**src/rtl/lsu_load_merger_pkg.sv**
```systemverilog
// lsu_load_merger_pkg: size encodings and merger FSM states shared by the LSU load path.
package lsu_load_merger_pkg;
    localparam logic [1:0] LSU_SIZE_B = 2'd0;
    localparam logic [1:0] LSU_SIZE_H = 2'd1;
    localparam logic [1:0] LSU_SIZE_W = 2'd2;
    localparam logic [1:0] LSU_SIZE_D = 2'd3;
    typedef enum logic [1:0] {LMS_IDLE, LMS_BEAT1, LMS_BEAT2, LMS_RESP} lsu_mrg_state;
endpackage

```
**src/rtl/lsu_extender.sv**
```systemverilog
// lsu_extender: selects the addressed bytes from a two-beat window and zero/sign-extends them.
module lsu_extender
    import lsu_load_merger_pkg::*;
#(
    parameter int XLEN = 32
) (
    input  logic [XLEN-1:0]              hi,
    input  logic [XLEN-1:0]              lo,
    input  logic [$clog2(XLEN/8)-1:0]    offset,
    input  logic [1:0]                   size,
    input  logic                         is_unsigned,
    output logic [XLEN-1:0]              result
);
    localparam int TW = $clog2(XLEN);
    logic [1:0]      sz;
    logic [XLEN-1:0] w;
    logic [XLEN-1:0] mask;
    logic [TW-1:0]   top;
    always_comb begin
        sz     = (XLEN == 32 && size == LSU_SIZE_D) ? LSU_SIZE_W : size;
        w      = XLEN'({hi, lo} >> {offset, 3'b000});
        mask   = ~({XLEN{1'b1}} << (8 << sz));
        top    = TW'((8 << sz) - 1);
        result = is_unsigned ? (w & mask) : ((w & mask) | (~mask & {XLEN{w[top]}}));
    end
endmodule

```
**src/rtl/lsu_load_merger.sv**
```systemverilog
// lsu_load_merger: collects one or two bus beats per load and returns the merged, extended result.
// LSU_MISALIGNED_EN: when defined, boundary-crossing loads are merged; otherwise they are rejected via s_rsp_misal_o.
module lsu_load_merger
    import lsu_load_merger_pkg::*;
#(
    parameter int XLEN = 32
) (
    input  logic                         s_clk_i,
    input  logic                         s_reset_i,
    input  logic                         s_flush_i,
    input  logic                         s_req_valid_i,
    output logic                         s_req_ready_o,
    input  logic [$clog2(XLEN/8)-1:0]    s_req_offset_i,
    input  logic [1:0]                   s_req_size_i,
    input  logic                         s_req_unsigned_i,
    output logic                         s_split_o,
    input  logic                         s_bus_valid_i,
    input  logic [XLEN-1:0]              s_bus_data_i,
    input  logic                         s_bus_err_i,
    output logic                         s_rsp_valid_o,
    input  logic                         s_rsp_ready_i,
    output logic [XLEN-1:0]              s_rsp_data_o,
    output logic                         s_rsp_err_o,
    output logic                         s_rsp_misal_o
);
    localparam int BYTES = XLEN / 8;
    localparam int OFF_W = $clog2(BYTES);
    localparam int SW    = OFF_W + 2;
`ifdef LSU_MISALIGNED_EN
    localparam bit MIS_EN = 1'b1;
`else
    localparam bit MIS_EN = 1'b0;
`endif

    lsu_mrg_state     state_q, state_d, start_state;
    logic [OFF_W-1:0] off_q;
    logic [1:0]       size_q, req_size;
    logic             uns_q, split_q, err_q, rsp_err_q, misal_q;
    logic [XLEN-1:0]  lo_buf, lo_nx, hi_nx, ext, rsp_data_q;
    logic [SW-1:0]    req_bytes;
    logic             req_split, accept, beat, final_beat, err_nx;

    always_comb begin
        req_size      = (XLEN == 32 && s_req_size_i == LSU_SIZE_D) ? LSU_SIZE_W : s_req_size_i;
        req_bytes     = req_size == LSU_SIZE_B ? SW'(1) :
                        req_size == LSU_SIZE_H ? SW'(2) :
                        req_size == LSU_SIZE_W ? SW'(4) : SW'(8);
        req_split     = (SW'(s_req_offset_i) + req_bytes) > SW'(BYTES);
        s_req_ready_o = !s_flush_i && (state_q == LMS_IDLE || (state_q == LMS_RESP && s_rsp_ready_i));
        accept        = s_req_valid_i && s_req_ready_o;
        // Without merge support a crossing load is answered immediately with misal.
        start_state   = (req_split && !MIS_EN) ? LMS_RESP : LMS_BEAT1;
        beat          = s_bus_valid_i && (state_q == LMS_BEAT1 || state_q == LMS_BEAT2);
        final_beat    = s_bus_valid_i && (state_q == LMS_BEAT2 || (state_q == LMS_BEAT1 && !split_q));
        err_nx        = (state_q == LMS_BEAT2 && err_q) || s_bus_err_i;
        lo_nx         = (state_q == LMS_BEAT1 && s_bus_valid_i) ? s_bus_data_i : lo_buf;
    end

`ifdef LSU_MISALIGNED_EN
    logic [XLEN-1:0] hi_buf;
    assign hi_nx = (state_q == LMS_BEAT2 && s_bus_valid_i) ? s_bus_data_i : hi_buf;
    always_ff @(posedge s_clk_i)
        hi_buf <= (s_reset_i || s_flush_i || accept) ? '0 : hi_nx;
`else
    assign hi_nx = '0;
`endif

    always_comb begin
        state_d = state_q;
        case (state_q)
            LMS_IDLE:  if (accept) state_d = start_state;
            LMS_BEAT1: if (s_bus_valid_i) state_d = (MIS_EN && split_q) ? LMS_BEAT2 : LMS_RESP;
`ifdef LSU_MISALIGNED_EN
            LMS_BEAT2: if (s_bus_valid_i) state_d = LMS_RESP;
`endif
            LMS_RESP:  state_d = accept ? start_state : s_rsp_ready_i ? LMS_IDLE : LMS_RESP;
            default:   state_d = LMS_IDLE;
        endcase
        if (s_flush_i) state_d = LMS_IDLE;
    end

    lsu_extender #(.XLEN(XLEN)) u_ext (
        .hi          (hi_nx),
        .lo          (lo_nx),
        .offset      (off_q),
        .size        (size_q),
        .is_unsigned (uns_q),
        .result      (ext)
    );

    always_ff @(posedge s_clk_i) begin
        if (s_reset_i || s_flush_i) begin
            state_q    <= LMS_IDLE;
            off_q      <= '0;
            size_q     <= '0;
            uns_q      <= 1'b0;
            split_q    <= 1'b0;
            lo_buf     <= '0;
            err_q      <= 1'b0;
            rsp_data_q <= '0;
            rsp_err_q  <= 1'b0;
            misal_q    <= 1'b0;
        end else begin
            state_q <= state_d;
            if (accept) begin
                off_q      <= s_req_offset_i;
                size_q     <= req_size;
                uns_q      <= s_req_unsigned_i;
                split_q    <= MIS_EN && req_split;
                misal_q    <= !MIS_EN && req_split;
                lo_buf     <= '0;
                err_q      <= 1'b0;
                rsp_data_q <= '0;
                rsp_err_q  <= 1'b0;
            end else begin
                lo_buf <= lo_nx;
                if (beat) err_q <= err_nx;
                if (final_beat) begin
                    rsp_data_q <= err_nx ? '0 : ext;
                    rsp_err_q  <= err_nx;
                end
            end
        end
    end

    assign s_split_o     = split_q;
    assign s_rsp_valid_o = state_q == LMS_RESP;
    assign s_rsp_data_o  = rsp_data_q;
    assign s_rsp_err_o   = rsp_err_q;
    assign s_rsp_misal_o = misal_q;

    a_valid_hold: assert property (@(posedge s_clk_i) disable iff (s_reset_i)
        s_rsp_valid_o && !s_rsp_ready_i && !s_flush_i |=> s_rsp_valid_o);
    a_data_stable: assert property (@(posedge s_clk_i) disable iff (s_reset_i)
        s_rsp_valid_o && !s_rsp_ready_i && !s_flush_i |=> $stable(s_rsp_data_o));
    a_legal_size: assert property (@(posedge s_clk_i) disable iff (s_reset_i)
        s_req_valid_i && s_req_ready_o |-> !(XLEN == 32 && s_req_size_i == LSU_SIZE_D));
endmodule

```
**config.mk**
```make
export PLATFORM = sky130hd
export DESIGN_NAME = lsu_load_merger
export DESIGN_NICKNAME = d
export VERILOG_FILES = /design/src/rtl/lsu_load_merger_pkg.sv /design/src/rtl/lsu_extender.sv /design/src/rtl/lsu_load_merger.sv
export SDC_FILE = /design/constraint.sdc
export NUM_CORES = 1
export LEC_CHECK = 0
export CORE_ASPECT_RATIO = 1.75
export CORE_MARGIN = 2
export CORE_UTILIZATION = 50
export CTS_CLUSTER_DIAMETER = 50
export CTS_CLUSTER_SIZE = 40
export DETAILED_ROUTE_END_ITERATION = 12
export PLACE_DENSITY = 0.81
export REMOVE_ABC_BUFFERS = 1
export SYNTH_ARGS = -nofsm -noshare
export SYNTH_HDL_FRONTEND = slang
export SYNTH_SLANG_ARGS = --single-unit
```
**constraint.sdc**
```tcl
create_clock -name s_clk_i -period 2.2 [get_ports s_clk_i]
set_input_delay 0.33 -clock s_clk_i [delete_from_list [all_inputs] [get_ports s_clk_i]]
set_output_delay 0.33 -clock s_clk_i [all_outputs]
set_load 0.005 [all_outputs]
```
# ---- After elaboration in Yosys (flattened, before gate mapping)
# Cells that the tools add are included.
dict set report op_classes {
  addsub 2
  n_mul 0
  div_mod_pow 0
  n_lt_le_gt_ge 2
  n_eq_ne 9
  shifts 3
  n_mux 16
  bitwise 5
  reduce_logical 16
}
# cell n
set op_table {}
lappend op_table {{$mux W32} 3}
lappend op_table {{$and A32 B32 Y32} 2}
lappend op_table {{$not A32 Y32} 2}
lappend op_table {{$or A32 B32 Y32} 1}
lappend op_table {{$shl A32 B32 Y32 const A} 1}
lappend op_table {{$shl A4 B2 Y32 const A} 1}
lappend op_table {{$shr A32 B5 Y32} 1}
lappend op_table {{$mux W2} 7}
lappend op_table {{$mux W4} 3}
lappend op_table {{$eq A2 B2 Y1 const B} 5}
lappend op_table {{$logic_and A1 B1 Y1} 6}
lappend op_table {{$lt A5 B6 Y1 const B} 1}
lappend op_table {{$pmux W2 S3} 1}
lappend op_table {{$bmux W1 S5} 1}
lappend op_table {{$sub A5 B2 Y5 const B} 1}
lappend op_table {{$add A2 B4 Y4} 1}
lappend op_table {{$eq A2 B1 Y1 const B} 2}
lappend op_table {{$gt A4 B3 Y1 const B} 1}
lappend op_table {{$logic_not A2 Y1} 2}
lappend op_table {{$logic_or A1 B1 Y1} 4}
lappend op_table {{$ne A2 B2 Y1 const B} 2}
lappend op_table {{$reduce_or A2 Y1} 2}
lappend op_table {{$reduce_and A2 Y1} 1}
lappend op_table {{$logic_not A1 Y1} 1}
lappend op_table {{$mux W1} 1}
dict set report word_totals {
  ff_bits 73
  latch_bits 0
  ram_bits 0
  romBits 0
  in_bits 44
  out_inout_bits 37
  elab_cells 61
  mem_count 0
}

# ---- Longest topological paths before layout
# Gate-level depths: netlist of run 1.
dict set report logic_depth {
  depth_word 11
  depth_mapped 10
  ltp_nobuf 8
}

# ---- Modules after synthesis
# Synthesis of run 1 repeated with hierarchy kept, for this count alone.
dict set report unflattened {
  hier_cells 410
  area_unflattened_um2 3990.1
}
# mod n_inst cells_each area_each_um2 seq_area_each_um2
set by_module_without_submodules {}
lappend by_module_without_submodules {lsu_load_merger 1 311 2930.3 1461.4}
lappend by_module_without_submodules {lsu_extender 1 99 1059.8 0.0}

# ---- Least setup slack after synthesis of run 1
# OpenSTA, ideal clock, no wires.
dict set report synth_timing {
  kind {register to register}
  startpoint {register state_q[1]}
  endpoint {register rsp_data_q[19] (netlist: s_rsp_data_o[19])}
  setup_time_ps 60
  arrival_ps 1926
  required_ps 2140
  path_slack_ps 214
  stages_incl_launch_ff 9
  path_buffers 1
  synth_period_minus_slack_ps 1986
  path_cell_list {dfxtp_1 -> inv_1 -> ha_1 -> and2_1 -> buf_6 -> nor4_2 -> nor4_2 -> nor4_4 -> a22o_1}
}
dict set report synth_between {
  elab_chain_len 10
  word_cells_on_any_way 23
  cone_classes {eq/ne: 3; shift: 1; mux: 5; bitwise: 3; reduce/logical: 11}
}
# element line
set synth_lines {}
lappend synth_lines {{start, declared} lsu_load_merger.sv:35} ;# lsu_mrg_state state_q, state_d, start_state;
lappend synth_lines {{start signal, assigned} lsu_load_merger.sv:104} ;# state_q <= state_d;
lappend synth_lines {{$eq A2 B1 Y1} {lsu_load_merger.sv:54, lsu_load_merger.sv:56}}
lappend synth_lines {{$logic_and A1 B1 Y1} lsu_load_merger.sv:56} ;# lo_nx = (state_q == LMS_BEAT1 && s_bus_valid_i) ? s_bus_data_i : lo_buf;
lappend synth_lines {{$mux W32} lsu_load_merger.sv:56}
lappend synth_lines {{$shr A32 B5 Y32} lsu_extender.sv:21} ;# w = XLEN'({hi, lo} >> {offset, 3'b000});
lappend synth_lines {{$bmux W1 S5} lsu_extender.sv:24} ;# result = is_unsigned ? (w & mask) : ((w & mask) | (~mask & {XLEN{w[top]}}));
lappend synth_lines {{$mux W1 (implied by the code)} lsu_extender.sv:24}
lappend synth_lines {{$and A32 B32 Y32} lsu_extender.sv:24}
lappend synth_lines {{$or A32 B32 Y32} lsu_extender.sv:24}
lappend synth_lines {{$mux W32} lsu_extender.sv:24}
lappend synth_lines {{$mux W32} lsu_load_merger.sv:119} ;# rsp_data_q <= err_nx ? '0 : ext;
lappend synth_lines {{end signal, assigned} lsu_load_merger.sv:119}
lappend synth_lines {{end, declared} lsu_load_merger.sv:39} ;# logic [XLEN-1:0] lo_buf, lo_nx, hi_nx, ext, rsp_data_q;
# Several ways; a longest one is shown, not always the timed one. The select of a mux whose other input is x is not followed.
# A chain may end at the register's enable or synchronous reset.

# ---- Worst setup path in the final report of run 1
dict set report layout_timing {
  startpoint {register state_q[0]}
  endpoint {output port s_req_ready_o}
}
dict set report layout_between {
  elab_chain_len 4
  word_cells_on_any_way 5
  cone_classes {eq/ne: 1; reduce/logical: 4}
}
# element line
set layout_lines {}
lappend layout_lines {{$eq A2 B2 Y1} lsu_load_merger.sv:49} ;# s_req_ready_o = !s_flush_i && (state_q == LMS_IDLE || (state_q == LMS_RESP && s_rsp_ready_i));
lappend layout_lines {{$logic_and A1 B1 Y1} lsu_load_merger.sv:49}
lappend layout_lines {{$logic_or A1 B1 Y1 (*)} lsu_load_merger.sv:49}
lappend layout_lines {{$logic_and A1 B1 Y1 (*)} lsu_load_merger.sv:49}
lappend layout_lines {{end, declared} lsu_load_merger.sv:12} ;# output logic s_req_ready_o,
# Mark *: on every way between the ends. The rest lies on a longest branch, timed or not.

==> results.md, run 1 <==
* Final setup vio count at 0
* GR Util met2 at 49.8%
* Core area at 0.00713 mm²
* Final Worst Setup Slack at 0.0929 ns
* Worst Hold Path EP: s_rsp_data_o[1]$_SDFFE_PP0P_
* Grt ovf at 0
* Tmin final at 2.11 ns
* Critical path startpoint category: flop
* Vias in the first global route at 3519
* First-pass GRT wire length at 16200 µm
* Crit Reg-Reg Endpoint: s_rsp_data_o[24]$_SDFFE_PP0P_
* DP Wirelength at 7580 µm
* Met3 GRT Util at 5.78%
* GR Layer Usage met1 at 28.2%
* Number of buffers created by CTS at 9
* Post-DRT Antenna Nets at 0
* Clock network power share at 48.8%
* Via density at 5.75
* Pwr Density at 651 mW/mm²
* Fmax at 475 MHz
* Largest net degree at the start of global routing at 37
* Commonest non-fill, non-tap cells in the layout: 79 x clkdlybuf4s50_1, 73 x dfxtp_1, 54 x nor2_1
* Die area at 0.00795 mm²
* Leak Pwr at 2.04 nW
* Clock slew at reported path FFs at 0.05 ns
* Area delta synth->final at 43.4%
* Cell Rows at 41
* FILL cells at 525
* Clk buf depth at 2
* Asr flop ratio synth at 0%
* CP required at 1.87 ns
* TritonRoute pass-1 iters at 4
* Hold crit path type: flop to flop
* Synth area leaders: dfxtp_1 40%, mux2i_1 10%, nor2_1 5.7%, mux4_2 4.4%, a21oi_1 3.7%
* DRT Wirelength at 10300 µm
* Number of port buffers at 79
* Slew Limit Fails at 0
* I/O pin count at 81
* Placer Congestion at 0.846
* Comb pwr share at 11.4%
* Top FF cell, synth: dfxtp_1
* Worst skew pair latency at 0.34 ns
* Die Y at 116 µm
* Synth unique cells at 45
* Sw Pwr at 0.758 mW
* DRT iter0 DRCs at 202
* Synthesized area at 0.00361 mm²
* Die W at 68.3 µm
* Critical path data arrival time at 1.78 ns
* Root Buffer: clkbuf_16
* H-tree levels at 3
* WHS Path Cells at 2
* Sequential power share at 39.8%
* Most common cell after layout, fill and taps aside: clkdlybuf4s50_1
* # hold bufs at CTS at 0
* Worst-case reg-to-reg path depth at 10
* Max Cap Viol at 0
* Synthesis-stage register bit count at 73
* Layout cell share with drive strength beyond 1 at 20.0%
* GRT Total Usage at 27.7%
* CP max FO at 5
* Sequential area share after synthesis at 40.4%
* Worst hold start: s_rsp_data_o[1]$_SDFFE_PP0P_
* Skew final at 0.00589 ns
* CTS tree: yes
* Place WS at -0.148 ns
* Ant. Diodes at 0
* WL per Instance at 17.1 µm
* Post-synth top area cell: dfxtp_1
* Mapped Cells at 393
* Final Cycle Share at 95.8%
* Vias at 3455
* Critical path class: flop to output port
* Syn avg cell area at 9.19 µm²
* Crit end category: output port
* Post-synth EDFFs at 0
* Most Crowded Layer GR: met2
* Residual DRC count at 0
* Final #Nets at 562
* RSZ-0062 raised after global routing: no
* Synth warn at 0
* Rel. slew slack at 66.6%
* Int Pwr at 2.61 mW
* Initial core utilization at 50.7%
* Setup TNS at 0 ns
* Switch share at 22.5%
* Status: finished, final reports clean
* Reg2reg setup slack at 0.10 ns
* Max VDD drop at 0.000543 V
* Finished Core Util at 72.7%
* Tightest Pin Transition at 0.500 ns
* Initial antenna violation count at 0
* Clk sinks at 73
* Post-synth top area share at 40.4%
* Hold Fails Final Rpt at 0
* R2R Path Start: state_q[1]$_SDFFE_PP0P_
-- kinds of logic after synthesis --
group	Yosys count	synth area share, %
and+or+nand+nor	137	18.9
DFF	73	40.4
muxes	47	15.6
buffers and inverters	29	3.98
AOI/OAI and AO/OA	98	18.0
adders and majority gates	8	2.98
other	1	0.104
-- worst max path at each step --
| stage | from | endpoint | slack (ns) | depth (start not counted) |
|---|---|---|---|---|
| after floorplan | state_q[1]$_SDFFE_PP0P_ | s_rsp_data_o[16]$_SDFFE_PP0P_ | -1.18 | 5 |
| after global placement | s_bus_valid_i | s_rsp_data_o[21]$_SDFFE_PP0P_ | -0.07 | 7 |
| after detailed placement | s_bus_valid_i | s_rsp_data_o[24]$_SDFFE_PP0P_ | -0.15 | 8 |
| final | state_q[0]$_SDFFE_PP0P_ | s_req_ready_o | 0.09 | 5 |
| after global routing | state_q[1]$_SDFFE_PP0P_ | s_rsp_data_o[27]$_SDFFE_PP0P_ | 0.007 | 10 |
| after CTS | state_q[1]$_SDFFE_PP0P_ | s_rsp_data_o[24]$_SDFFE_PP0P_ | 0.02 | 10 |
-- state kept, by name, indices dropped and copies added, names as in the netlist --
signal,count
s_rsp_data_o,32
s_rsp_err_o,1
s_rsp_misal_o,1
uns_q,1
size_q,2
off_q,2
lo_buf,32
state_q,2
-- final cells by class --
cell class                      count  area, µm²  area share, %
Multi-Input combinational cell    291       2050           39.5
Sequential cell                    73       1460           28.2
Timing Repair Buffer              131       1210           23.4
Clock buffer                       12        267           5.14
Tap cell                           86        108           2.08
Clock inverter                      4       73.8           1.42
Inverter                            4       15.0          0.290
-- Yosys cell counts (all sizes together) (2+ instances only) --
library cell,count
or2,2
nand3,9
mux2,4
nor2,55
nor4,7
a221o,5
and2,5
ha,7
dfxtp,73
nor3,6
nand2,35
nor2b,4
a21oi,28
o21ai,27
buf,17
clkbuf,8
and3,9
mux4,7
a22oi,2
mux2i,36
a211oi,19
nand2b,3
inv,4
a22o,8
-- metal layers --
layer  routed length (µm)  up-vias
li1                     -     1652
met1                 3650     1635
met2                 5640      123
met3                  469       45
met4                  522        0
met5                    0        -
-- through the flow --
step | area [µm²] | std cells | power [mW] | hold WS (ns)
after floorplan | 3480 | 368 | 1.53 | 0.434
after global placement | 4800 | 584 | 1.73 | 0.431
after detailed placement | 4800 | 584 | 1.74 | 0.439
after CTS | 5150 | 600 | 3.38 | 0.447
after global routing | 5180 | 601 | 3.46 | 0.484
final | 5180 | 601 | 3.37 | 0.441
-- what timing repair did --
item	CTS	global route
gates cloned	0	0
pin swaps	0	2
resized for setup	3	6
setup buffers	0	1
hold endpoints to repair	0	0
endpoints found under the setup margin	7	17
-- power groups by stage --
stage	clock (mW)	combinational [mW]	sequential (mW)
floorplan	0	0.161	1.37
global placement	0	0.361	1.37
detailed placement	0	0.369	1.37
CTS	1.66	0.377	1.34
global route	1.70	0.414	1.34
finish	1.65	0.385	1.34
-- critical path, cell delays in order, from the launching register on --
cell	delay [ns]
dfxtp_1	0.35
inv_1	0.16
ha_2	0.28
a21oi_4	0.05
nor2_1	0.09
clkdlybuf4s50_1	0.50
Power figures use the tool's default switching activity.
==> run 2, diff against run 1 <==
--- a/config.mk
+++ b/config.mk
@@ -7,11 +7,11 @@
 export LEC_CHECK = 0
 export CORE_ASPECT_RATIO = 1.75
 export CORE_MARGIN = 2
-export CORE_UTILIZATION = 50
+export CORE_UTILIZATION = 40
 export CTS_CLUSTER_DIAMETER = 50
 export CTS_CLUSTER_SIZE = 40
 export DETAILED_ROUTE_END_ITERATION = 12
-export PLACE_DENSITY = 0.81
+export PLACE_DENSITY = 0.68
 export REMOVE_ABC_BUFFERS = 1
 export SYNTH_ARGS = -nofsm -noshare
 export SYNTH_HDL_FRONTEND = slang
==> run 2 against run 1 <==
Compared with the run above: die area grew 24%; final cell count grew 5.8%; critical path depth grew 5; register-to-register slack is essentially flat.
==> results.md, run 2 (synthesis gave the netlist of run 1 again) <==
* Status: finished, final reports clean
* CP max FO at 8
* First-pass GRT wire length at 16400 µm
* RSZ-0062 raised after global routing: no
* Worst skew pair latency at 0.33 ns
* Clk sinks at 73
* Worst hold slack at 0.448 ns
* TritonRoute pass-1 iters at 4
* Tightest Pin Transition at 0.625 ns
* Grt ovf at 0
* Final setup vio count at 0
* Final Cycle Share at 95.4%
* Residual DRC count at 0
* Die area at 0.00984 mm²
* CP startpoint: state_q[1]$_SDFFE_PP0P_
* Hold Fails Final Rpt at 0
* Sequential power share at 41.6%
* Clk buf depth at 2
* Cell Rows at 45
* Number of port buffers at 79
* Int Pwr at 2.47 mW
* Critical path startpoint category: flop
* Root Buffer: clkbuf_16
* Pwr Density at 613 mW/mm²
* Vias in the first global route at 3357
* Clock network power share at 46.1%
* Slew Limit Fails at 0
* Slowest cell delay on critical path at 0.35 ns
* Max Cap Viol at 0
* CP required at 2.47 ns
* H-tree levels at 3
* Crit end category: flop
* Via density at 5.31
* Skew final at 0.00339 ns
* CP Cell Sequence: inv_2 > ha_4 > buf_4 > nand3_1 > a211oi_2 > nor4_2 > buf_4 > nor4_4 > buf_12 > a22o_1
* Critical path's most frequent cell: buf_4
* Sw Pwr at 0.751 mW
* DP Wirelength at 7870 µm
* R2R Path Start: state_q[1]$_SDFFE_PP0P_
* Max VDD drop at 0.000414 V
* Crit Reg-Reg Endpoint: s_rsp_data_o[28]$_SDFFE_PP0P_
* DRT Wirelength at 10500 µm
* Ant. Diodes at 0
* Vias at 3379
* Largest net degree at the start of global routing at 38
* Post-DRT Antenna Nets at 0
* Switch share at 23.3%
* DRT iter0 DRCs at 160
* Core area at 0.00873 mm²
* Placer Congestion at 0.870
* Rel. slew slack at 58.2%
* Fmax at 477 MHz
* Area delta synth->final at 45.5%
* Cell family with most CP delay: buffers and inverters
* Initial antenna violation count at 0
* Slowest cell on the critical path: dfxtp_2
* Commonest non-fill, non-tap cells in the layout: 79 x clkdlybuf4s50_1, 71 x dfxtp_1, 54 x nor2_1
* Die Y at 130 µm
* Die W at 75.8 µm
* Initial core utilization at 41.4%
* Comb pwr share at 12.2%
* Layout cell share with drive strength beyond 1 at 20.6%
* Critical path data arrival time at 2.37 ns
* Worst-case reg-to-reg path depth at 10
* Setup TNS at 0 ns
* Finished Cell Area at 0.00526 mm²
* I/O pin count at 81
* Critical path class: flop to flop
* Number of buffers created by CTS at 9
* CP Depth at 10
* Worst Path Buf+Inv at 4
* Crit path to: s_rsp_data_o[28]$_SDFFE_PP0P_
* Final #Nets at 566
* Post-placement cell area at 0.00486 mm²
* CTS tree: yes
* Most common cell after layout, fill and taps aside: clkdlybuf4s50_1
* WL per Instance at 16.6 µm
* Leak Pwr at 2.04 nW
* Clock slew at reported path FFs at 0.06 ns
* Reg2reg setup slack at 0.10 ns
* Post-layout total power at 3.22 mW
* GRT Total Usage at 22.4%
* Tmin final at 2.10 ns
* Hold crit path type: flop to flop
* FILL cells at 751
-- run 2: worst min-delay path, delay by kind of cell (launching register included) --
kind / cells / cell delay, ns
AND/OR/NAND/NOR: 1 / 0.05
flip-flops: 1 / 0.31
AO/OA/AOI/OAI: 1 / 0.05
-- run 2: power by group through the flow --
stage	sequential (mW)	clock, mW	combinational [mW]
detailed placement	1.37	0	0.371
global placement	1.37	0	0.365
CTS	1.34	1.51	0.383
finish	1.34	1.49	0.394
global route	1.34	1.56	0.423
floorplan	1.37	0	0.161
-- run 2: through the flow --
step | utilization (%) | cells | setup WS [ns]
after CTS | 59.8 | 634 | 0.00458
after floorplan | - | 368 | -1.18
after global routing | 60.3 | 636 | 0.00744
after detailed placement | 55.7 | 618 | -0.204
after global placement | 55.7 | 618 | -0.177
final | 60.3 | 636 | 0.102
-- run 2: area by class of cell --
class                      instances  area [µm²]  area share (%)
multi-input combinational        291        2080            39.5
sequential                        73        1470            27.9
timing repair buffer             135        1240            23.6
clock buffer                      12         256            4.88
tap                              117         146            2.78
clock inverter                     4        51.3           0.975
inverter                           4        15.0           0.286
-- run 2: timing repair --
action,4_1_cts,5_1_grt
setup endpoints to repair,22,21
pin swaps,0,2
setup buffers,0,2
hold buffers,0,0
gates resized for setup,10,6
-- run 2: per-layer routing --
layer,global-route usage (%),routed length (µm),vias up
met5,0,0,-
met4,7.95,172,0
met3,3.78,492,12
met2,42.4,5990,96
met1,23.8,3890,1605
li1,-,-,1666
-- run 2: how the worst min path moves through the flow --
stage / endpoint / slack (ns) / cells after the start / start
5_1_grt: s_rsp_data_o[0]$_SDFFE_PP0P_ / 0.49 / 2 / s_rsp_data_o[0]$_SDFFE_PP0P_
3_5_place_dp: s_rsp_data_o[1]$_SDFFE_PP0P_ / 0.44 / 2 / s_rsp_data_o[1]$_SDFFE_PP0P_
2_1_floorplan: lo_buf[7]$_SDFF_PP0_ / 0.43 / 2 / lo_buf[7]$_SDFF_PP0_
6_report: s_rsp_data_o[0]$_SDFFE_PP0P_ / 0.45 / 2 / s_rsp_data_o[0]$_SDFFE_PP0P_
4_1_cts: s_rsp_data_o[0]$_SDFFE_PP0P_ / 0.45 / 2 / s_rsp_data_o[0]$_SDFFE_PP0P_
3_3_place_gp: s_rsp_data_o[2]$_SDFFE_PP0P_ / 0.43 / 2 / s_rsp_data_o[2]$_SDFFE_PP0P_
